`config.mk`:
```
export PLATFORM = sky130hd
export DESIGN_NAME = fim_ram_1r1w_init
export DESIGN_NICKNAME = d
export VERILOG_FILES = /design/src/rtl/fim_ram_1r1w_init.sv
export SDC_FILE = /design/constraint.sdc
export NUM_CORES = 2
export LEC_CHECK = 0
export BUFFER_PORTS_ARGS = -buffer_cell sky130_fd_sc_hd__buf_2
export CORE_MARGIN = 10
export CORE_UTILIZATION = 25
export CTS_BUF_LIST = sky130_fd_sc_hd__clkbuf_4
export DETAILED_ROUTE_END_ITERATION = 10
export PLACE_DENSITY = 0.39
export SLEW_MARGIN = 10
export SYNTH_ARGS = -nofsm -noshare
export SYNTH_HDL_FRONTEND = slang
export SYNTH_MEMORY_MAX_BITS = 65536
export SYNTH_SLANG_ARGS = --single-unit
```
`constraint.sdc`:
```
create_clock -name clk -period 2.85 [get_ports clk]
set_input_delay 0.57 -clock clk [delete_from_list [all_inputs] [get_ports clk]]
set_output_delay 0.57 -clock clk [all_outputs]
set_load 0.05 [all_outputs]
```
`src/rtl/fim_ram_1r1w_init.sv`:
```
// fim_ram_1r1w_init: simple dual-port RAM (1 write, 1 read) with byte enables,
// per-byte even parity, self-initialisation after reset, optional write-to-read
// forwarding, and sticky parity-error tracking.
module fim_ram_1r1w_init #(
  parameter int DEPTH          = 6,
  parameter int WIDTH          = 64,
  parameter int READ_LATENCY   = 2,
  parameter int INCLUDE_PARITY = 1,
  parameter int BYPASS         = 1,
  parameter logic [WIDTH-1:0] INIT_VALUE = '0
) (
  input  logic                 clk,
  input  logic                 rst_n,
  input  logic                 we,
  input  logic [DEPTH-1:0]     waddr,
  input  logic [WIDTH-1:0]     din,
  input  logic [WIDTH/8-1:0]   wbe,
  input  logic                 err_inj,
  input  logic                 re,
  input  logic [DEPTH-1:0]     raddr,
  output logic [WIDTH-1:0]     dout,
  output logic                 dout_valid,
  output logic                 perr,
  output logic [DEPTH-1:0]     perr_addr,
  output logic [15:0]          perr_cnt,
  input  logic                 perr_clr,
  output logic                 init_done
);

  localparam int NB      = WIDTH / 8;
  localparam int ENTRIES = 1 << DEPTH;

  if ((WIDTH % 8) != 0) begin : g_width_chk
    $error("fim_ram_1r1w_init: WIDTH must be a multiple of 8");
  end
  if (READ_LATENCY != 1 && READ_LATENCY != 2) begin : g_lat_chk
    $error("fim_ram_1r1w_init: READ_LATENCY must be 1 or 2");
  end

  // Even parity, one bit per byte.
  function automatic logic [NB-1:0] calc_par(input logic [WIDTH-1:0] d);
    logic [NB-1:0] p;
    for (int i = 0; i < NB; i++) p[i] = ^d[8*i +: 8];
    return p;
  endfunction

  typedef enum logic {ST_INIT, ST_READY} state_t;

  state_t           state_q, state_d;
  logic [DEPTH-1:0] init_cnt_q, init_cnt_d;

  logic [WIDTH-1:0] mem_q [ENTRIES];
  logic [NB-1:0]    par_q [ENTRIES];

  logic             ready;
  logic             wr_en;
  logic [DEPTH-1:0] wr_addr;
  logic [WIDTH-1:0] wr_data;
  logic [NB-1:0]    wr_be;
  logic [NB-1:0]    wr_par;

  logic             rd_fire;
  logic [WIDTH-1:0] rd_word;
  logic [NB-1:0]    rd_par;

  logic             vld_p0_q, vld_p0_d;
  logic [WIDTH-1:0] rd_data_p0_q, rd_data_p0_d;
  logic [NB-1:0]    rd_par_p0_q, rd_par_p0_d;
  logic [DEPTH-1:0] rd_addr_p0_q, rd_addr_p0_d;

  logic             src_vld;
  logic [WIDTH-1:0] src_data;
  logic [NB-1:0]    src_par;
  logic [DEPTH-1:0] src_addr;
  logic             src_perr;

  logic [WIDTH-1:0] dout_q, dout_d;
  logic             dout_valid_q, dout_valid_d;
  logic             perr_q, perr_d;
  logic [15:0]      perr_cnt_q, perr_cnt_d, cnt_base;
  logic [DEPTH-1:0] perr_addr_q, perr_addr_d, addr_base;

  assign ready     = (state_q == ST_READY);
  assign init_done = ready;

  // Init sequencer: walk every address once, then stay READY until reset.
  always_comb begin
    state_d    = state_q;
    init_cnt_d = init_cnt_q;
    case (state_q)
      ST_INIT: begin
        init_cnt_d = init_cnt_q + 1'b1;
        if (init_cnt_q == {DEPTH{1'b1}}) state_d = ST_READY;
      end
      ST_READY: ;
      default: state_d = ST_INIT;
    endcase
  end

  // Sequencer state register; reset restarts initialisation from address 0.
  always_ff @(posedge clk or negedge rst_n) begin
    if (!rst_n) begin
      state_q    <= ST_INIT;
      init_cnt_q <= '0;
    end else begin
      state_q    <= state_d;
      init_cnt_q <= init_cnt_d;
    end
  end

  // Write port mux: init sequencer owns the port until READY; user writes are
  // ignored before then. err_inj flips the parity of the enabled bytes.
  always_comb begin
    if (!ready) begin
      wr_en   = 1'b1;
      wr_addr = init_cnt_q;
      wr_data = INIT_VALUE;
      wr_be   = '1;
      wr_par  = calc_par(INIT_VALUE);
    end else begin
      wr_en   = we && (|wbe);
      wr_addr = waddr;
      wr_data = din;
      wr_be   = wbe;
      wr_par  = calc_par(din) ^ {NB{err_inj}};
    end
  end

  // Storage array: byte-granular data and parity update.
  always_ff @(posedge clk) begin
    if (wr_en) begin
      for (int i = 0; i < NB; i++) begin
        if (wr_be[i]) begin
          mem_q[wr_addr][8*i +: 8] <= wr_data[8*i +: 8];
          par_q[wr_addr][i]        <= wr_par[i];
        end
      end
    end
  end

  // Array read with optional forwarding of bytes being written this cycle.
  always_comb begin
    rd_fire = re && ready;
    rd_word = mem_q[raddr];
    rd_par  = par_q[raddr];
    if ((BYPASS != 0) && ready && we && (waddr == raddr)) begin
      for (int i = 0; i < NB; i++) begin
        if (wbe[i]) begin
          rd_word[8*i +: 8] = din[8*i +: 8];
          rd_par[i]         = wr_par[i];
        end
      end
    end
  end

  // Stage p0 next-state: capture read word, parity and address on a read.
  always_comb begin
    vld_p0_d     = rd_fire;
    rd_data_p0_d = rd_fire ? rd_word : rd_data_p0_q;
    rd_par_p0_d  = rd_fire ? rd_par  : rd_par_p0_q;
    rd_addr_p0_d = rd_fire ? raddr   : rd_addr_p0_q;
  end

  // ---- stage p0: registered RAM output ----
  always_ff @(posedge clk or negedge rst_n) begin
    if (!rst_n) vld_p0_q <= 1'b0;
    else        vld_p0_q <= vld_p0_d;
  end

  // Stage p0 data registers carry no reset; vld_p0 qualifies them.
  always_ff @(posedge clk) begin
    rd_data_p0_q <= rd_data_p0_d;
    rd_par_p0_q  <= rd_par_p0_d;
    rd_addr_p0_q <= rd_addr_p0_d;
  end

  // Output stage source: straight from the array for latency 1, else from p0.
  always_comb begin
    if (READ_LATENCY == 1) begin
      src_vld  = rd_fire;
      src_data = rd_word;
      src_par  = rd_par;
      src_addr = raddr;
    end else begin
      src_vld  = vld_p0_q;
      src_data = rd_data_p0_q;
      src_par  = rd_par_p0_q;
      src_addr = rd_addr_p0_q;
    end
    src_perr = (INCLUDE_PARITY != 0) && (|(src_par ^ calc_par(src_data)));
  end

  // Output and error-tracking next-state; clear applies before a same-cycle error.
  always_comb begin
    dout_d       = src_vld ? src_data : dout_q;
    dout_valid_d = src_vld;
    perr_d       = src_vld && src_perr;
    cnt_base     = perr_clr ? '0 : perr_cnt_q;
    addr_base    = perr_clr ? '0 : perr_addr_q;
    perr_cnt_d   = cnt_base;
    perr_addr_d  = addr_base;
    if (src_vld && src_perr) begin
      if (cnt_base == '0)      perr_addr_d = src_addr;
      if (cnt_base != 16'hFFFF) perr_cnt_d = cnt_base + 16'd1;
    end
  end

  // ---- output stage: dout / dout_valid / perr / error tracking ----
  always_ff @(posedge clk or negedge rst_n) begin
    if (!rst_n) begin
      dout_q       <= '0;
      dout_valid_q <= 1'b0;
      perr_q       <= 1'b0;
      perr_cnt_q   <= '0;
      perr_addr_q  <= '0;
    end else begin
      dout_q       <= dout_d;
      dout_valid_q <= dout_valid_d;
      perr_q       <= perr_d;
      perr_cnt_q   <= perr_cnt_d;
      perr_addr_q  <= perr_addr_d;
    end
  end

  assign dout       = dout_q;
  assign dout_valid = dout_valid_q;
  assign perr       = perr_q;
  assign perr_cnt   = perr_cnt_q;
  assign perr_addr  = perr_addr_q;

endmodule

```
# Word-level counts from Yosys, hierarchy flattened
# Memory sizes are Yosys's and may differ from the RTL's.
# Cells that the tools add are included.
dict set report totals {
  mem_bits_rw 4608
  input_bits 90
  register_bits 174
  output_inout_bits 89
  mem_count 2
}
dict set report op_classes {
  bitwise_logic 2
  n_addsub 2
  n_eq_ne 3
  n_reduce_logical 24
  muxes 55
}
# memory words width rd rd_clocked_by_memory_dff write_ports line_no
set memory_table {}
lappend memory_table {mem_q 64 64 1 0 1 52} ;# logic [WIDTH-1:0] mem_q [ENTRIES];
lappend memory_table {par_q 64 8 1 0 1 53} ;# logic [NB-1:0] par_q [ENTRIES];
# op n
set ops {}
lappend ops {{$mux W64} 2}
lappend ops {{$reduce_xor A8 Y1} 16}
lappend ops {{$mux W8} 11}
lappend ops {{$mux W16} 3}
lappend ops {{$mux W1} 35}
lappend ops {{$mux W6} 4}
lappend ops {{$add A16 B1 Y16 const B} 1}
lappend ops {{$logic_not A16 Y1} 1}
lappend ops {{$ne A16 B16 Y1 const B} 1}
lappend ops {{$reduce_or A8 Y1} 2}
lappend ops {{$xor A8 B8 Y8} 2}
lappend ops {{$add A6 B1 Y6 const B} 1}
lappend ops {{$eq A6 B6 Y1} 1}
lappend ops {{$eq A6 B6 Y1 const B} 1}
lappend ops {{$logic_and A1 B1 Y1} 5}

# Longest topological paths before layout
dict set report depth {
  depth_word 5
  depth_mapped 13
  depth_no_buf 10
}

# Least setup slack after synthesis
# OpenSTA, ideal clock, no wires.
dict set report synth_timing {
  kind {register to register}
  startpoint {register state_q, in the netlist init_done}
  endpoint {register rd_addr_p0_q[0] (enable)}
  period_less_slack_ns 3.289
  path_slack_ns -0.439
  required_time_ns 2.405
  arrival_time_ns 2.844
  stages_incl_launch_ff 3
  cell_sequence {dfrtp_1 -> clkbuf_1 -> and2_1}
}
dict set report synth_between {
  elab_chain_cells 1
}
# item line_no
set synth_lines {}
lappend synth_lines {{start, declared} 49} ;# state_t state_q, state_d;
lappend synth_lines {{start signal, assigned} 106} ;# state_q <= state_d;
lappend synth_lines {{$logic_and A1 B1 Y1} 143} ;# rd_fire = re && ready;
lappend synth_lines {{net rd_fire} 62} ;# logic rd_fire;
lappend synth_lines {{end signal, assigned} 174} ;# rd_addr_p0_q <= rd_addr_p0_d;
lappend synth_lines {{end, declared} 69} ;# logic [DEPTH-1:0] rd_addr_p0_q, rd_addr_p0_d;
# The timed path passes the listed nets, and every way through them passes these cells.
# A chain may end at the register's enable or synchronous reset.

# Final worst setup path
dict set report layout_timing {
  startpoint {register state_q, in the netlist init_done}
  endpoint {output port init_done}
}
# item line_no
set layout_lines {}
lappend layout_lines {{end, declared} 27} ;# output logic init_done
# No word-level cell between the ends.

==> summary.md <==
| Metric | Value |
|---|---|
| Crit start category | flip-flop |
| Period utilisation layout | 118.4% |
| GRT Residual Overflow | 0 |
| Leading area contributor after synthesis | edfxtp_1 |
| Final-report hold violation count | 0 |
| CP Max Fanout | 2 |
| Share of the synthesized area in the top cell type | 76.51% |
| Setup Viol. Count Final | roughly 120 |
| H-Tree Depth | 7 |
| Slew Limit Fails | 0 |
| Setup ws final | -0.5232 ns |
| Leakage | roughly 67 nW |
| Power per standard cell area | 612.2 nW/µm² |
| Largest net degree at the start of global routing | 65 |
| Vias | 101100 |
| Wire length per cell | 28.17 µm |
| TritonRoute pass-1 iters | 7 |
| I/O Buffers | around 180 |
| CTS Buf Count | 1340 |
| Top-count cell post-synth | edfxtp_1 |
| Number of max-cap violations | 0 |
| Post-route DRC | 0 |
| Die Width | 877.7 µm |
| Clock skew | around 0.13 ns |
| Syn_nets | 8499 |
| Core area | 734700 µm² |
| Layout cells sized above 1 | 43.06% |
| Synth cell types | 55 |
| Gr usage total | around 16% |
| CP Class | flip-flop to primary output |
| Root Buffer | clkbuf_4 |
| Unrepaired setup endpoints after global routing | yes |
| Status | complete, but fails checks |
| DR vias/cell | 4.581 |
| Largest cells by area after synthesis | edfxtp_1 (77%), mux4_2 (14%), a221oi_1 (1.4%) |
| Fmax | just under 300 MHz |
| Synthesized instance count | 8406 |
| VDD IR max | 474.8 µV |
| Number of global-route vias before repair | 107300 |
| Initial antenna violation count | 108 |
| Core Util, Final | 31.46% |
| Area Overhead vs Synth | 25.68% |
| Die Y-Extent | 877.7 µm |
| Initial drt markers | roughly 9300 |
| Most used flip-flop cell after synthesis | edfxtp_1 |
| CTS tree | built |
| Ys async rst share | 2.008% |
| Post-synth EDFFs | 4686 |
| FF+latch count, synth | 4782 |
| Max-Slew Margin vs Limit | 46.71% |
| Bufs on Longest Clock Path | 5 |
| Nets | 11370 |
| Worst Hold Slack | 0.2818 ns |
| Ports | 179 |
| Initial core utilization | 25.04% |
| Clock tree sinks | around 4800 |
| Synth warn | 0 |
| Cell row count | 315 |
| Mean area per synthesized cell | 21.88 µm² |
| Synth cell count leaders | edfxtp_1 (4686), mux4_2 (1152), nor2_1 (541) |
| Hold Crit Class | input port to flip-flop |
| R2r setup slk | -0.37 ns |
| Clock-pin transition on the worst setup and hold timing paths | 0.08 ns |
| Worst-margin pin slew | roughly 0.80 ns |
| RePlAce Congestion | 0.7831 |
| Crit path time final | 3.373 ns |
| Worst-Skew Late Latency | between 1.5 and 2 ns |
| Die area | 770400 µm² |
| Fill cells | 71450 |
| Setup TNS | -17.31 ns |
| Routed Antenna Nets | 0 |
| Post-synthesis sequential area ratio | 77.81% |
| Final wirelength | 621400 µm |
| Violated checks | setup timing |
| First-pass GRT wire length | 854000 µm |
| Post-Syn Area | 183900 µm² |
| CP required | approximately 2.3 ns |
| CP Data Arrival Time | 2.80 ns |
| Crit end category | primary output |
| Dpl hpwl | 404500 µm |
-- flip-flops by register name (all words and copies together) (netlist names) --
signal        flops
mem_q          4096
par_q           512
dout             64
rd_data_p0_q     64
perr_cnt         16
rd_par_p0_q       8
init_cnt_q        6
perr_addr         6
rd_addr_p0_q      6
dout_valid        1
dout_valid_d      1
init_done         1
perr              1
-- layout make-up --
cell class / count / area (µm²) / area share [%]
Tap cell: 9827 / 12300 / 5.319
Multi-Input combinational cell: 3041 / 39230 / 16.97
Inverter: 79 / 296.5 / 0.1283
Antenna cell: 66 / 165.2 / 0.07145
Sequential cell: 4782 / 143100 / 61.92
Clock buffer: 1865 / 14000 / 6.057
Timing Repair Buffer: 2036 / 20300 / 8.783
Clock inverter: 365 / 1725 / 0.7464
-- timing repair --
| action | CTS | global route |
|---|---|---|
| hold endpoints to repair | 9491 | 0 |
| buffers inserted | 52 | 18 |
| pin swaps | 18 | 13 |
| endpoints found under the setup margin | 433 | 420 |
| cloned | 3 | 0 |
| hold buffers | 212 | 0 |
| gates resized for setup | 320 | 52 |
-- worst paths after layout --
path,cells after the start,from,to
worst max-delay path,3,init_done$_DFF_PN0_,init_done
worst min-delay path,5,din[31],rd_data_p0_q[31]$_DFFE_PP_
worst max register to register,11,rd_data_p0_q[26]$_DFFE_PP_,perr_cnt[1]$_DFF_PN0_
worst min register to register,1,rd_addr_p0_q[4]$_DFFE_PP_,perr_addr[4]$_DFF_PN0_
max in group asynchronous,6,rst_n,dout[29]$_DFFE_PN0P_
min in group asynchronous,5,rst_n,dout[62]$_DFFE_PN0P_
-- kinds of logic (layout without fill, tap and decap cells) --
kind of cell | after synthesis | in the layout | share of synthesized area (%)
DFF | 4782 | 4782 | 77.81
muxes | 1230 | 1230 | 14.59
AOI/OAI and AO/OA | 893 | 893 | 3.742
and+or+nand+nor | 774 | 774 | 1.800
buffers and inverters | 583 | 4345 | 1.319
xor gates and xnor gates | 141 | 141 | 0.7163
adders and majority gates | 3 | 3 | 0.02041
other | 0 | 66 | 0
-- power breakdown --
part           switching [mW]  internal [mW]
Clock                    28.8           31.0
Combinational            3.16           2.54
Sequential                  0           76.0
-- per-layer routing --
layer / GRT usage (%) / up-vias / share of wire (%) / routed length (µm)
li1: - / 42310 / - / -
met1: 20.40 / 53880 / 42 / 260500
met2: 25.38 / 3829 / 48 / 296900
met3: 4.153 / 1024 / 6.8 / 42060
met4: 6.502 / 12 / 3.5 / 21880
met5: 0 / - / 0.013 / 82
-- worst max-delay path, cell delays in order (launching register included) --
cell,delay (ns)
dfrtp_4,0.50
buf_12,0.16
buf_16,0.15
buf_12,0.14
-- stage by stage --
| stage | area [µm²] | cells | power [mW] | worst slack [ns] |
|---|---|---|---|---|
| 6_report | 231200 | 22060 | 141.5 | -0.5232 |
| 5_1_grt | 231100 | 22020 | 148.0 | -0.7365 |
| 2_1_floorplan | 184000 | 8406 | 80.11 | -0.006076 |
| 3_3_place_gp | 211300 | 19490 | 83.06 | -1.145 |
| 4_1_cts | 230700 | 21980 | 144.1 | -0.8185 |
| 3_5_place_dp | 211400 | 19500 | 83.06 | -1.141 |
-- cell usage in the layout (no fill, tap or decap), types with 27 or more instances in the layout --
cell           count
clkbuf_4        1865
diode_2           66
buf_2             83
dlygate4sd3_1    210
nor2_2            35
xor2_1            30
buf_12           329
o21ai_0           72
dfrtp_1           83
nor2_1           482
nand2_1           52
o22ai_1          144
buf_6             83
o21ai_1           72
inv_1             78
buf_4           1300
a221oi_1         287
clkinv_2          46
clkinv_1         280
mux4_2          1152
inv_2             27
mux2_2            73
a22o_1           288
xnor2_1           98
nand2_2           34
and2_2            73
edfxtp_1        4686
Note: power is estimated with default switching activity, not from simulation.
